### src/rtl/mul16_seq.sv
// Sequential 16x16 unsigned shift-and-add multiplier with a start/done handshake.
// Optional build macro MUL_EARLY_EXIT_EN leaves RUN as soon as the remaining multiplier bits are zero.
module mul16_seq (
    input  logic        clk,
    input  logic        rst,
    input  logic        start,
    input  logic [15:0] a,
    input  logic [15:0] b,
    output logic        busy,
    output logic        done,
    output logic [31:0] product
);

    typedef enum logic [1:0] {
        IDLE = 2'd0,
        RUN  = 2'd1,
        DONE = 2'd2
    } state_t;

    state_t      state_reg, state_next;
    logic [31:0] mcand_reg, mcand_next;
    logic [15:0] mplier_reg, mplier_next;
    logic [31:0] acc_reg, acc_next;
    logic [3:0]  cnt_reg, cnt_next;
    logic [31:0] product_reg, product_next;

    // One 32-bit add built as two chained 16-bit halves: low half first, carry into high half.
    logic        carry_lo;
    logic [31:0] sum;
    assign {carry_lo, sum[15:0]} = {1'b0, acc_reg[15:0]} + {1'b0, mcand_reg[15:0]};
    assign sum[31:16] = acc_reg[31:16] + mcand_reg[31:16] + {15'h0, carry_lo};

    logic early_exit;
`ifdef MUL_EARLY_EXIT_EN
    // The multiplier after this step's shift has no set bits left.
    assign early_exit = (mplier_reg[15:1] == 15'h0);
`else
    assign early_exit = 1'b0;
`endif

    always_comb begin
        state_next   = state_reg;
        mcand_next   = mcand_reg;
        mplier_next  = mplier_reg;
        acc_next     = acc_reg;
        cnt_next     = cnt_reg;
        product_next = product_reg;
        case (state_reg)
            IDLE: begin
                if (start) begin
                    mcand_next  = {16'h0, a};
                    mplier_next = b;
                    acc_next    = 32'h0;
                    cnt_next    = 4'd0;
                    state_next  = RUN;
                end
            end
            RUN: begin
                acc_next    = mplier_reg[0] ? sum : acc_reg;
                mcand_next  = mcand_reg << 1;
                mplier_next = mplier_reg >> 1;
                cnt_next    = cnt_reg + 4'd1;
                if ((cnt_reg == 4'd15) || early_exit) begin
                    // Product includes this final step's addition.
                    product_next = acc_next;
                    state_next   = DONE;
                end
            end
            DONE: begin
                state_next = IDLE;
            end
            default: begin
                state_next = IDLE;
            end
        endcase
    end

    always_ff @(posedge clk or posedge rst) begin
        if (rst) begin
            state_reg   <= IDLE;
            mcand_reg   <= 32'h0;
            mplier_reg  <= 16'h0;
            acc_reg     <= 32'h0;
            cnt_reg     <= 4'd0;
            product_reg <= 32'h0;
        end else begin
            state_reg   <= state_next;
            mcand_reg   <= mcand_next;
            mplier_reg  <= mplier_next;
            acc_reg     <= acc_next;
            cnt_reg     <= cnt_next;
            product_reg <= product_next;
        end
    end

    assign busy    = (state_reg != IDLE);
    assign done    = (state_reg == DONE);
    assign product = product_reg;

endmodule

### config.mk
export PLATFORM = sky130hd
export DESIGN_NAME = mul16_seq
export DESIGN_NICKNAME = d
export VERILOG_FILES = /design/src/rtl/mul16_seq.sv
export SDC_FILE = /design/constraint.sdc
export NUM_CORES = 1
export LEC_CHECK = 0
export CAP_MARGIN = 20
export CORE_ASPECT_RATIO = 0.75
export CORE_MARGIN = 5
export CORE_UTILIZATION = 50
export CTS_BUF_LIST = sky130_fd_sc_hd__clkbuf_8
export DETAILED_ROUTE_END_ITERATION = 6
export GPL_ROUTABILITY_DRIVEN = 0
export PLACE_DENSITY = 0.79
export SLEW_MARGIN = 20
export SYNTH_ARGS = -nofsm -noshare
export SYNTH_HDL_FRONTEND = slang
export SYNTH_SLANG_ARGS = --single-unit
### constraint.sdc
create_clock -name clk -period 5.58 [get_ports clk]
set_input_delay 0.558 -clock clk [delete_from_list [all_inputs] [get_ports clk]]
set_output_delay 0.558 -clock clk [all_outputs]
set_load 0.01 [all_outputs]
Word level (Yosys, flattened, before mapping):

Index checks and enable logic that the tools add are counted.

* bits in registers: 118
* output and inout port bits: 34

* mux-type cells: 12
* $add $sub $neg: 4
* eq/ne operators: 5
* reductions and logical operators: 6

Operators by type and width (number)
* 32-bit case mux with 2 select lines: 2
* 32-bit two-way mux: 3
* 16-bit case mux with 2 select lines: 1
* 16-bit by 16-bit adder with 17-bit output: 1
* 16-bit by 1-bit adder with 16-bit output: 1
* 16-bit adder: 1
* 16-bit two-way mux: 1
* 4-bit case mux with 2 select lines: 1
* 2-bit AND reduction: 3
* 4-bit by 1-bit adder with 4-bit output, second input constant: 1
* 4-bit equality test, second input constant: 1
* 2-bit two-way mux: 2
* 4-bit two-way mux: 1
* 2-bit inequality test, second input constant: 2
* 2-bit case mux with 2 select lines: 1
* 2-bit nonzero test: 2
* 2-bit by 1-bit equality test with 1-bit output, second input constant: 1
* 2-bit equality test, second input constant: 1
* 2-bit logical NOT: 1

Logic depth before layout (Yosys ltp):

* depth in word-level cells: 4
* gate-level depth with buffers: 19
* mapped depth without buffers: 19

Least setup slack after synthesis:

No wires, ideal clock.

* path type: register -> register
* from: reg mcand_reg[0]
* to: reg acc_reg[28]
* period minus slack after synthesis: 3922 ps
* buffers on the path: 0
* cell stages (with the launch flop): 20
* setup time: 130 ps
* path slack: 1658 ps
* required time: 5450 ps
* arrival: 3792 ps
* cells stage by stage: dfrtp_1 -> ha_1 -> inv_1 -> fa_1 -> nor2b_1 -> o21a_1 -> nor2_1 -> o21a_1 -> o31ai_1 -> a21o_1 -> a21oi_1 -> fa_1 -> fa_1 -> nor2b_1 -> o2111ai_1 -> a21oi_1 -> nor2b_1 -> o21ai_0 -> xnor2_1 -> o21ai_0

* longest elaborated chain between the ends: 4

Ends and longest elaborated chain
* start: declaration: RTL line 21 `logic [31:0] mcand_reg, mcand_next;`
* start signal: assignment: RTL line 88 `mcand_reg <= mcand_next;`
* 16-bit by 16-bit adder with 17-bit output: RTL line 30 `assign {carry_lo, sum[15:0]} = {1'b0, acc_reg[15:0]} + {1'b0, mcand_reg[15:0]};`
* 16-bit by 1-bit adder with 16-bit output: RTL line 31 `assign sum[31:16] = acc_reg[31:16] + mcand_reg[31:16] + {15'h0, carry_lo};`
* 32-bit two-way mux: RTL line 59 `acc_next = mplier_reg[0] ? sum : acc_reg;`
* 32-bit case mux with 2 select lines: RTL line 48 `case (state_reg)`
* end signal: assignment: RTL line 90 `acc_reg <= acc_next;`
* end: declaration: RTL line 23 `logic [31:0] acc_reg, acc_next;`

No other way between the ends.
A chain may end at the register's enable or synchronous reset.

Final worst setup path:

Same ends and word-level chain as after synthesis.

==> summary.txt <==
GRT
  • Largest net degree at the start of global routing: between 70 and 80
  • Vias in the first global route: 5358
  • Initial antenna violation count: 0
  • GRT Resource Usage Total: approximately a fifth
  • First-pass GRT wire length: 26700 um
  • GRT Residual Overflow: 0

Power
  • Maximum vdd drop: 0.000223 V
  • Pwr per Cell Area: approximately 520 mW/mm2
  • Pleak: 3.52 nW

Synth
  • Cells after Synth: 681
  • Most used DFF post-synth: dfrtp_1
  • Synthesized flop and latch total: 118
  • Post-synth EDFFs: 0
  • Sequential share of the synthesized area: 44.5%
  • Mapped Nets: 750
  • Cell variety after synth: 58
  • Synth async-reset ratio: 100%
  • Syn. warnings: 0
  • Synth Area per Inst: 9.74 um2
  • Largest cells by area after synthesis: dfrtp_1 45%, o21ai_0 6.6%, ha_1 5.8%
  • Mapped Area: around 0.0066 mm2
  • Synth area leader: dfrtp_1
  • Area share of the largest cell type after synthesis: 44.5%

Final layout
  • Antenna Cells: 0
  • Multi-input combinational cell area: around 0.0034 mm2
  • Fin util: 60.2%
  • Most frequent cells in the layout: 117 x dfrtp_1, 87 x o21ai_0, 68 x clkdlybuf4s50_1
  • Synthesis-to-finish area growth: 18.1%
  • Share of cells above drive strength 1: 7.79%
  • Storage element area: 0.00296 mm2
  • Final #Nets: 801
  • Most common cell after layout, fill and taps aside: dfrtp_1
  • Filler cell count: approximately 1.0k

Routing
  • Via count: 5441
  • DR iter-0 viols: 494
  • Initial DRT Pass Iterations: 5
  • Vias per std cell: between 5 and 6
  • Wire length per cell: ~17 um
  • Residual DRC: 0
  • Post-route ant nets: 0
  • Wirelength, routed: 15800 um

Floorplanning
  • Die Footprint: 0.0157 mm2
  • Area of the core: 0.0130 mm2
  • Starting Density: 51.0%
  • Die Y: 110 um
  • FP Rows: 36
  • Die width: 143 um
  • # IOs: 69

CTS
  • CTS clk-pin slew, worst paths: 0.07 ns
  • Clk sink count: 118
  • Total CTS buffers: 17
  • H-Tree Depth: 4
  • Postcts setup bufs: 0
  • CTS Hold Buffers Added: 0
  • Clock buffer depth: 2
  • Root Buffer Master: clkbuf_8
  • Clk_lat worst skew: 0.44 ns
  • CTS tree: done
  • CTS resizes: 0

Timing
  • Setup violators final: 0
  • Final min period: about 4.5 ns
  • Max-slew headroom: 38.6%
  • Final Hold Viols: 0
  • Worst Skew: around 0.011 ns
  • Setup tns final: 0 ns
  • Period utilization: 80.2%
  • Max Fclk: 0.223 GHz
  • Slew Limit Fails: 0
  • Slew @ Worst Pin: 0.920 ns
  • RSZ-0062 raised after global routing: no

Status
  • Status: complete, no violations

Placement
  • HPWL after detailed placement: between 10000 and 15000 um
  • IO buf count: between 60 and 70

Worst setup path
  • CP Max Fanout: 6
  • Critical path class: reg2reg
  • Worst path required time: slightly below 6 ns
  • Worst setup EP type: register
  • Reg2reg path depth: 19
  • Setup crit end: acc_reg[28]
  • Worst R2R End: acc_reg[28]
  • Type of origin of the critical path: register
  • Crit path arrival time: 4.78 ns
  • Launch point of the worst reg-to-reg path: mcand_reg[0]
  • Reg2reg setup slack: 1.10 ns
  • Setup crit start: mcand_reg[0]

Min path
  • Hold crit path type: reg2reg

Flow run
  • Max-Cap Viols: 0
## worst min-delay path by stage
stage | startpoint | end | slack, ns | cells after the start
floorplan | mcand_reg[16] | mcand_reg[16] | 0.47 | 1
global placement | product[2] | product[2] | 0.45 | 2
detailed placement | product[22] | product[22] | 0.47 | 2
CTS | product[22] | product[22] | 0.49 | 2
global route | product[10] | product[10] | 0.50 | 2
finish | product[22] | product[22] | 0.48 | 2
## cell type report
class                           count  share of cell area [%]
Sequential cell                   118                    37.7
Clock buffer                       20                    3.51
Inverter                           16                   0.798
Clock inverter                     12                    2.03
Tap cell                          171                    2.73
Timing Repair Buffer               76                    9.45
Multi-Input combinational cell    503                    43.7
## critical path, cell delays in order (launching register included)
cell       delay, ns
dfrtp_1         0.39
ha_1            0.18
inv_1           0.05
fa_1            0.40
nor2b_1         0.13
o21a_1          0.12
nor2_1          0.06
o21a_1          0.27
o31ai_1         0.37
a21o_1          0.17
a21oi_1         0.08
fa_1            0.41
fa_1            0.43
nor2b_1         0.17
o2111ai_1       0.16
a21oi_1         0.33
nor2b_1         0.12
o21ai_0         0.23
xnor2_1         0.16
o21ai_0         0.11
## stage by stage
step                hold WS, ns  worst slack (ns)  power, mW  cells  cell area (um2)
finish                    0.481              1.10       4.07    916             7840
global route              0.501             0.786       4.35    916             7840
CTS                       0.487              1.17       4.09    916             7830
detailed placement        0.470              1.19       3.22    884             7400
global placement          0.455              1.31       3.12    884             7390
floorplan                 0.466              1.66       2.65    681             6640
## synth_stat cells, types with 2 or more instances
| cell | number |
|---|---|
| a21o_1 | 14 |
| and2_1 | 4 |
| a22o_1 | 33 |
| fa_1 | 3 |
| inv_1 | 16 |
| buf_2 | 5 |
| nor2b_1 | 40 |
| or2_2 | 3 |
| nor3_1 | 2 |
| o31ai_1 | 2 |
| nand3b_1 | 3 |
| a21oi_2 | 2 |
| xor2_1 | 7 |
| nand2_1 | 66 |
| a21oi_1 | 56 |
| o21ai_0 | 87 |
| mux2i_1 | 21 |
| nor2_1 | 11 |
| a22oi_1 | 30 |
| o21bai_1 | 4 |
| nor3b_1 | 6 |
| nand2b_1 | 6 |
| a41oi_1 | 2 |
| dfrtp_1 | 118 |
| o211ai_1 | 3 |
| o21a_1 | 5 |
| xnor2_1 | 19 |
| a31oi_1 | 5 |
| a2bb2oi_1 | 2 |
| a41o_1 | 2 |
| mux2_2 | 2 |
| nand3_1 | 9 |
| clkbuf_1 | 28 |
| ha_1 | 31 |
| buf_1 | 9 |
| a211o_1 | 3 |
## logic make-up after synthesis
family	share of synthesized area [%]
buf+inv	4.04
mux	3.51
simple gates	12.3
compound gates	25.5
xor+xnor	3.43
flops	44.5
fa+ha+maj	6.75
## metal layers
layer	global-route usage (%)	wire, um	up-vias
li1	-	-	2562
met1	28.8	7310	2697
met2	33.2	7370	166
met3	5.96	902	16
met4	6.85	235	0
met5	0	0	-
## where the power goes
part | internal, mW | switching [mW]
Sequential | 1.17 | 0.306
Combinational | 0.807 | 0.933
Clock | 0.514 | 0.340
Total | 2.49 | 1.58
(Power assumes the default switching activity.)
